File: config.mk
export PLATFORM = sky130hd
export DESIGN_NAME = prog_fetch_flat
export DESIGN_NICKNAME = d
export VERILOG_FILES = /design/src/rtl/prog_fetch_if.sv /design/src/rtl/prog_fetch.sv /design/src/flat_wrapper.sv
export SDC_FILE = /design/constraint.sdc
export NUM_CORES = 1
export LEC_CHECK = 0
export ABC_AREA = 1
export CAP_MARGIN = 10
export CORE_MARGIN = 2
export CORE_UTILIZATION = 30
export CTS_BUF_LIST = sky130_fd_sc_hd__clkbuf_8
export DETAILED_ROUTE_END_ITERATION = 16
export PLACE_DENSITY_LB_ADDON = 0.1
export SYNTH_ARGS = -nofsm -noshare
export SYNTH_HDL_FRONTEND = slang
export SYNTH_SLANG_ARGS = --single-unit
File: constraint.sdc
create_clock -name CLK -period 3.28 [get_ports CLK]
set_input_delay 0.656 -clock CLK [delete_from_list [all_inputs] [get_ports CLK]]
set_output_delay 0.656 -clock CLK [all_outputs]
set_load 0.01 [all_outputs]
File: src/rtl/prog_fetch_if.sv
// Handshake and instruction bus between the fetch stage and its neighbours
// (start/halt control, instruction ROM, decode and datapath).
interface prog_fetch_if #(
  parameter int PC_W    = 10,
  parameter int INSTR_W = 9,
  parameter int OFF_W   = 6,
  parameter int CNT_W   = 16
);
  logic                start;
  logic [INSTR_W-1:0]  rom_data;
  logic                stall;
  logic                branch_en;
  logic                branch_rel;
  logic [PC_W-1:0]     branch_target;
  logic [OFF_W-1:0]    branch_offset;
  logic                halt_req;
  logic [PC_W-1:0]     rom_addr;
  logic [INSTR_W-1:0]  instr;
  logic                instr_valid;
  logic                halt;
  logic [CNT_W-1:0]    cycle_count;

  // Fetch stage side.
  modport slave (
    input  start, rom_data, stall, branch_en, branch_rel,
           branch_target, branch_offset, halt_req,
    output rom_addr, instr, instr_valid, halt, cycle_count
  );

  // Driver side: ROM, decode, datapath and the launch controller.
  modport master (
    output start, rom_data, stall, branch_en, branch_rel,
           branch_target, branch_offset, halt_req,
    input  rom_addr, instr, instr_valid, halt, cycle_count
  );
endinterface

File: src/rtl/prog_fetch.sv
// Program counter / instruction fetch stage: start/halt handshake, PC
// sequencing with stall and absolute/relative branches, RUN-cycle counter.
module prog_fetch #(
  parameter int PC_W    = 10,
  parameter int INSTR_W = 9,
  parameter int OFF_W   = 6,
  parameter int CNT_W   = 16
) (
  input  logic      CLK,
  input  logic      RST_N,
  prog_fetch_if.slave bus
);

  typedef enum logic [1:0] {
    IDLE = 2'd0,
    RUN  = 2'd1,
    HALT = 2'd2
  } state_e;

  state_e            state_q, state_d;
  logic [PC_W-1:0]   pc_q, pc_d;
  logic [CNT_W-1:0]  cnt_q, cnt_d;
  logic              start_q, start_d;
  logic              halt_q, halt_d;
  logic              valid_q, valid_d;

  logic              launch;
  logic [PC_W-1:0]   offset_ext;
  logic [CNT_W-1:0]  cnt_sat_inc;

  // Launch on the falling edge of start as seen at the clock.
  assign launch      = start_q & ~bus.start;
  assign offset_ext  = {{(PC_W-OFF_W){bus.branch_offset[OFF_W-1]}}, bus.branch_offset};
  assign cnt_sat_inc = (&cnt_q) ? cnt_q : cnt_q + CNT_W'(1);

  always_comb begin
    // NOTE: every signal gets a default before the case so no path leaves
    // it unassigned; otherwise synthesis would infer a latch.
    state_d = state_q;
    pc_d    = pc_q;
    cnt_d   = cnt_q;
    start_d = bus.start;
    halt_d  = halt_q;
    valid_d = valid_q;

    unique case (state_q)
      IDLE: begin
        pc_d  = '0;
        cnt_d = '0;
        if (launch) begin
          state_d = RUN;
          valid_d = 1'b1;
        end
      end

      RUN: begin
        if (bus.start) begin
          state_d = IDLE;
          pc_d    = '0;
          cnt_d   = '0;
          valid_d = 1'b0;
        end else begin
          cnt_d = cnt_sat_inc;
          if (bus.halt_req) begin
            // PC stays on the halt instruction.
            state_d = HALT;
            halt_d  = 1'b1;
            valid_d = 1'b0;
          end else if (bus.stall) begin
            // A branch presented during a stall is dropped, not deferred.
            pc_d = pc_q;
          end else if (bus.branch_en) begin
            pc_d = bus.branch_rel ? pc_q + offset_ext : bus.branch_target;
          end else begin
            pc_d = pc_q + PC_W'(1);
          end
        end
      end

      HALT: begin
        if (bus.start) begin
          state_d = IDLE;
          pc_d    = '0;
          cnt_d   = '0;
          halt_d  = 1'b0;
        end
      end

      default: begin
        state_d = IDLE;
        pc_d    = '0;
        cnt_d   = '0;
        halt_d  = 1'b0;
        valid_d = 1'b0;
      end
    endcase
  end

  // NOTE: sequential state uses non-blocking assignments so every flop
  // samples the pre-edge values, independent of statement order.
  always_ff @(posedge CLK or negedge RST_N) begin
    if (!RST_N) begin
      state_q <= IDLE;
      pc_q    <= '0;
      cnt_q   <= '0;
      start_q <= 1'b0;
      halt_q  <= 1'b0;
      valid_q <= 1'b0;
    end else begin
      state_q <= state_d;
      pc_q    <= pc_d;
      cnt_q   <= cnt_d;
      start_q <= start_d;
      halt_q  <= halt_d;
      valid_q <= valid_d;
    end
  end

  assign bus.rom_addr    = pc_q;
  assign bus.instr       = valid_q ? bus.rom_data : '0;
  assign bus.instr_valid = valid_q;
  assign bus.halt        = halt_q;
  assign bus.cycle_count = cnt_q;

endmodule

File: src/flat_wrapper.sv
// flat-port wrapper written by rule: the top's interface ports become plain ports
module prog_fetch_flat 
#(
  parameter int PC_W    = 10,
  parameter int INSTR_W = 9,
  parameter int OFF_W   = 6,
  parameter int CNT_W   = 16
)
  (CLK, RST_N, bus_start, bus_rom_data, bus_stall, bus_branch_en, bus_branch_rel, bus_branch_target, bus_branch_offset, bus_halt_req, bus_rom_addr, bus_instr, bus_instr_valid, bus_halt, bus_cycle_count);
  prog_fetch_if #(.PC_W(PC_W), .INSTR_W(INSTR_W), .OFF_W(OFF_W), .CNT_W(CNT_W)) bus_i ();
  input  logic CLK;
  input  logic RST_N;
  input wire logic [$bits(bus_i.start)-1:0] bus_start;
  input wire logic [$bits(bus_i.rom_data)-1:0] bus_rom_data;
  input wire logic [$bits(bus_i.stall)-1:0] bus_stall;
  input wire logic [$bits(bus_i.branch_en)-1:0] bus_branch_en;
  input wire logic [$bits(bus_i.branch_rel)-1:0] bus_branch_rel;
  input wire logic [$bits(bus_i.branch_target)-1:0] bus_branch_target;
  input wire logic [$bits(bus_i.branch_offset)-1:0] bus_branch_offset;
  input wire logic [$bits(bus_i.halt_req)-1:0] bus_halt_req;
  output wire logic [$bits(bus_i.rom_addr)-1:0] bus_rom_addr;
  output wire logic [$bits(bus_i.instr)-1:0] bus_instr;
  output wire logic [$bits(bus_i.instr_valid)-1:0] bus_instr_valid;
  output wire logic [$bits(bus_i.halt)-1:0] bus_halt;
  output wire logic [$bits(bus_i.cycle_count)-1:0] bus_cycle_count;
  assign bus_i.start = bus_start;
  assign bus_i.rom_data = bus_rom_data;
  assign bus_i.stall = bus_stall;
  assign bus_i.branch_en = bus_branch_en;
  assign bus_i.branch_rel = bus_branch_rel;
  assign bus_i.branch_target = bus_branch_target;
  assign bus_i.branch_offset = bus_branch_offset;
  assign bus_i.halt_req = bus_halt_req;
  assign bus_rom_addr = bus_i.rom_addr;
  assign bus_instr = bus_i.instr;
  assign bus_instr_valid = bus_i.instr_valid;
  assign bus_halt = bus_i.halt;
  assign bus_cycle_count = bus_i.cycle_count;
  prog_fetch #(.PC_W(PC_W), .INSTR_W(INSTR_W), .OFF_W(OFF_W), .CNT_W(CNT_W)) u_core (.CLK(CLK), .RST_N(RST_N), .bus(bus_i));
endmodule
==> impl_metrics.csv <==
group,metric,value,unit
min_path,worstHoldPathType,"reg2reg",
place,post-place-ws,0.5721,ns
timing,holdWs,0.5231,ns
routing,dr.pass1.iters,4,
grt,met3_usage,2.457,%
clock_tree,cts_inserted_buffers,5,
synthesis,yosys.cell_types.count,36,
clock_tree,clockBufferDepth,2,
cells_and_area,seq_area,775.7,um2
timing,slew_viol_final,0,
cells_and_area,final_util,41.91,%
synthesis,synth_seq_cells,31,
place,dpl.hpwl,5807,um
routing,routedWlPerCell,13.59,um
die,start_util,31.12,%
synthesis,ys_warn_count,0,
routing,drc,0,
die,die_width,96.78,um
grt,grtUsageMet2,27.78,%
synthesis,yosys-top-cells-count,"nand2_1, inv_1, nand3_1, dfrtp_1, nor2_1",
grt,grt_max_degree,32,
grt,overflow,0,
routing,final_antenna_net_count,0,
synthesis,yosys.area.top_type,"dfrtp_1",
synthesis,syn_area,2582,um2
grt,grt_pass1_wl,12460,um
clock_tree,clock_latency,0.28,ns
synthesis,async_flop_share,100.0,%
die,die_h,96.78,um
cells_and_area,multi_input_area,1562,um2
place,placement.io_buffers,68,
grt,grt_busiest_layer,"met2",
run,maxCapViolCount,0,
timing,final.setup.worst_slack,0.8566,ns
clock_tree,htree_levels,2,
worst_setup_path,worstSetupPathType,"in2out",
clock_tree,ctsRootBufferMaster,"clkbuf_8",
grt,antenna_found_initial,0,
die,pin_count,69,
die,core_area,8299,um2
worst_setup_path,end_kind,"primary output",
timing,fin_crit_sh,73.89,%
synthesis,ys.flop_type,"dfrtp_1",
grt,grt.total_usage,16.23,%
timing,hold_viol,0,
clock_tree,cts_setup_buffers,0,
cells_and_area,post_route_cells_drive_above_1_share,8.482,%
synthesis,synth_edf_count,0,
place,gp_congestion,0.8265,
cells_and_area,antenna_cells,0,
pwr,power.density,294.0,nW/um2
synthesis,synth_area_leaders,"dfrtp_1, nand2_1, inv_1",
timing,max-slew-margin-rel,67.44,%
clock_tree,ctsHoldBuffers,0,
cells_and_area,fillCellCount,881,
routing,post_drt_via_cell_ratio,4.803,
synthesis,ys_seq_area_share,30.04,%
synthesis,syn-num-nets,422,
timing,rsz0062_at_grt,"false",
die,std_cell_rows,33,
grt,grt_use_met1,21.42,%
timing,clock_skew,0.01031,ns
run_status,status,"finished clean",
synthesis,syn_inst,378,
synthesis,avgSynthCellArea,6.832,um2
clock_tree,clkSinkCount,31,
cells_and_area,fin_nets,491,
clock_tree,cts_resized,0,
timing,worstMarginPinSlew,0.4854,ns
timing,setup_viol,0,
cells_and_area,areaGrowthSynthToFinish,34.69,%
timing,fin_crit,2.423,ns
clock_tree,cts_tree,"built",
worst_setup_path,crit_path_start_kind,"input port",
grt,grt_pass1_vias,2542,
routing,drtIter0Drc,121,
worst_setup_path,critPathArrivalTime,1.77,ns
die,dieArea,9366,um2
synthesis,synth.most_common_cell,"nand2_1",
worst_setup_path,path_max_fanout,1,
timing,finalSetupTns,0,ns
routing,routed_wl,7514,um
synthesis,yosysTopAreaCellShare,30.04,%
timing,max_clock_freq,412.6,MHz
routing,num_vias,2656,
worst_setup_path,worstPathRequired,2.62,ns
pwr,ir_worst_vdd,176.0,uV
pwr,cellLeakagePower,0.001612,uW
clock_tree,clkTransAtPathRegs,0.07,ns
-- layout by cell type (no fill, tap or decap), types with 2 or more instances in the layout --
cell type / n
nor2_2: 2
nand3b_1: 3
nor3b_1: 2
nand4_1: 12
inv_4: 2
clkdlybuf4s50_1: 68
inv_1: 48
nor3_1: 3
nand2_1: 111
or2_2: 3
xor2_1: 10
clkbuf_8: 6
nor2_4: 2
a21oi_1: 22
nor2_1: 29
dfrtp_1: 31
o22ai_1: 2
o21ai_2: 8
xnor2_1: 4
inv_2: 2
o21ai_0: 17
nand3_2: 4
ha_1: 11
nand3_1: 32
nor3_2: 2
-- path summary, 6_finish.rpt --
path | startpoint | endpoint | slack (ns) | cells after the start
max in group asynchronous | RST_N | u_core.bus.cycle_count[6] | 2.20 | 2
min in group asynchronous | RST_N | u_core.bus.cycle_count[14] | 0.77 | 2
worst max-delay path | bus_rom_data[3] | bus_instr[3] | 0.86 | 4
worst min-delay path | u_core.start_q | u_core.bus.instr_valid | 0.52 | 2
worst max register to register | u_core.bus.rom_addr[0] | u_core.bus.rom_addr[8] | 1.26 | 13
worst min register to register | u_core.start_q | u_core.bus.instr_valid | 0.52 | 2
-- metal layers --
metal  wire [um]  share of wire, %
met5           0                 0
met4         108               1.4
met3         254               3.4
met2        3628                48
met1        3523                47
-- kinds of logic (layout without fill, tap and decap cells) --
family          count (synthesis)  after routing  synth area share, %
fa+ha+maj                      12             12                6.105
buf+inv                        60            130                9.496
compound gates                 52             52                12.02
flops                          31             31                30.04
simple gates                  209            209                37.60
xor+xnor                       14             14                4.748
-- report_power, final --
part	switching (uW)	leakage, uW	internal [uW]
clock	150	0.0000612	246
combinational	111	0.00112	107
sequential	16.4	0.000425	393
total	278	0.00161	745
-- worst max-delay path, cell delays in order --
cell and delay (ns):
clkdlybuf4s50_1 0.46, nand2_1 0.05, inv_1 0.07, clkdlybuf4s50_1 0.54
-- state kept, by name, indices dropped and copies added, names as in the netlist --
register,count
u_core.bus.rom_addr,10
u_core.bus.halt,1
u_core.bus.cycle_count,16
u_core.bus.instr_valid,1
u_core.state_q,2
u_core.start_q,1
-- stage by stage --
stage	total power [uW]	cell area [um2]	instances
after floorplan	516.4	2582	378
after global placement	635.9	3361	545
after detailed placement	635.4	3361	545
after CTS	1037	3478	553
after global routing	1077	3478	553
final	1023	3478	553
-- cell type report --
cell class | instances | area share (%)
inverter | 53 | 5.863
sequential | 31 | 22.30
clock buffer | 6 | 2.374
timing repair buffer | 69 | 19.78
clock inverter | 2 | 1.007
multi-input combinational | 287 | 44.89
tap | 105 | 3.777
No activity file was read; power rests on OpenSTA's default activity.
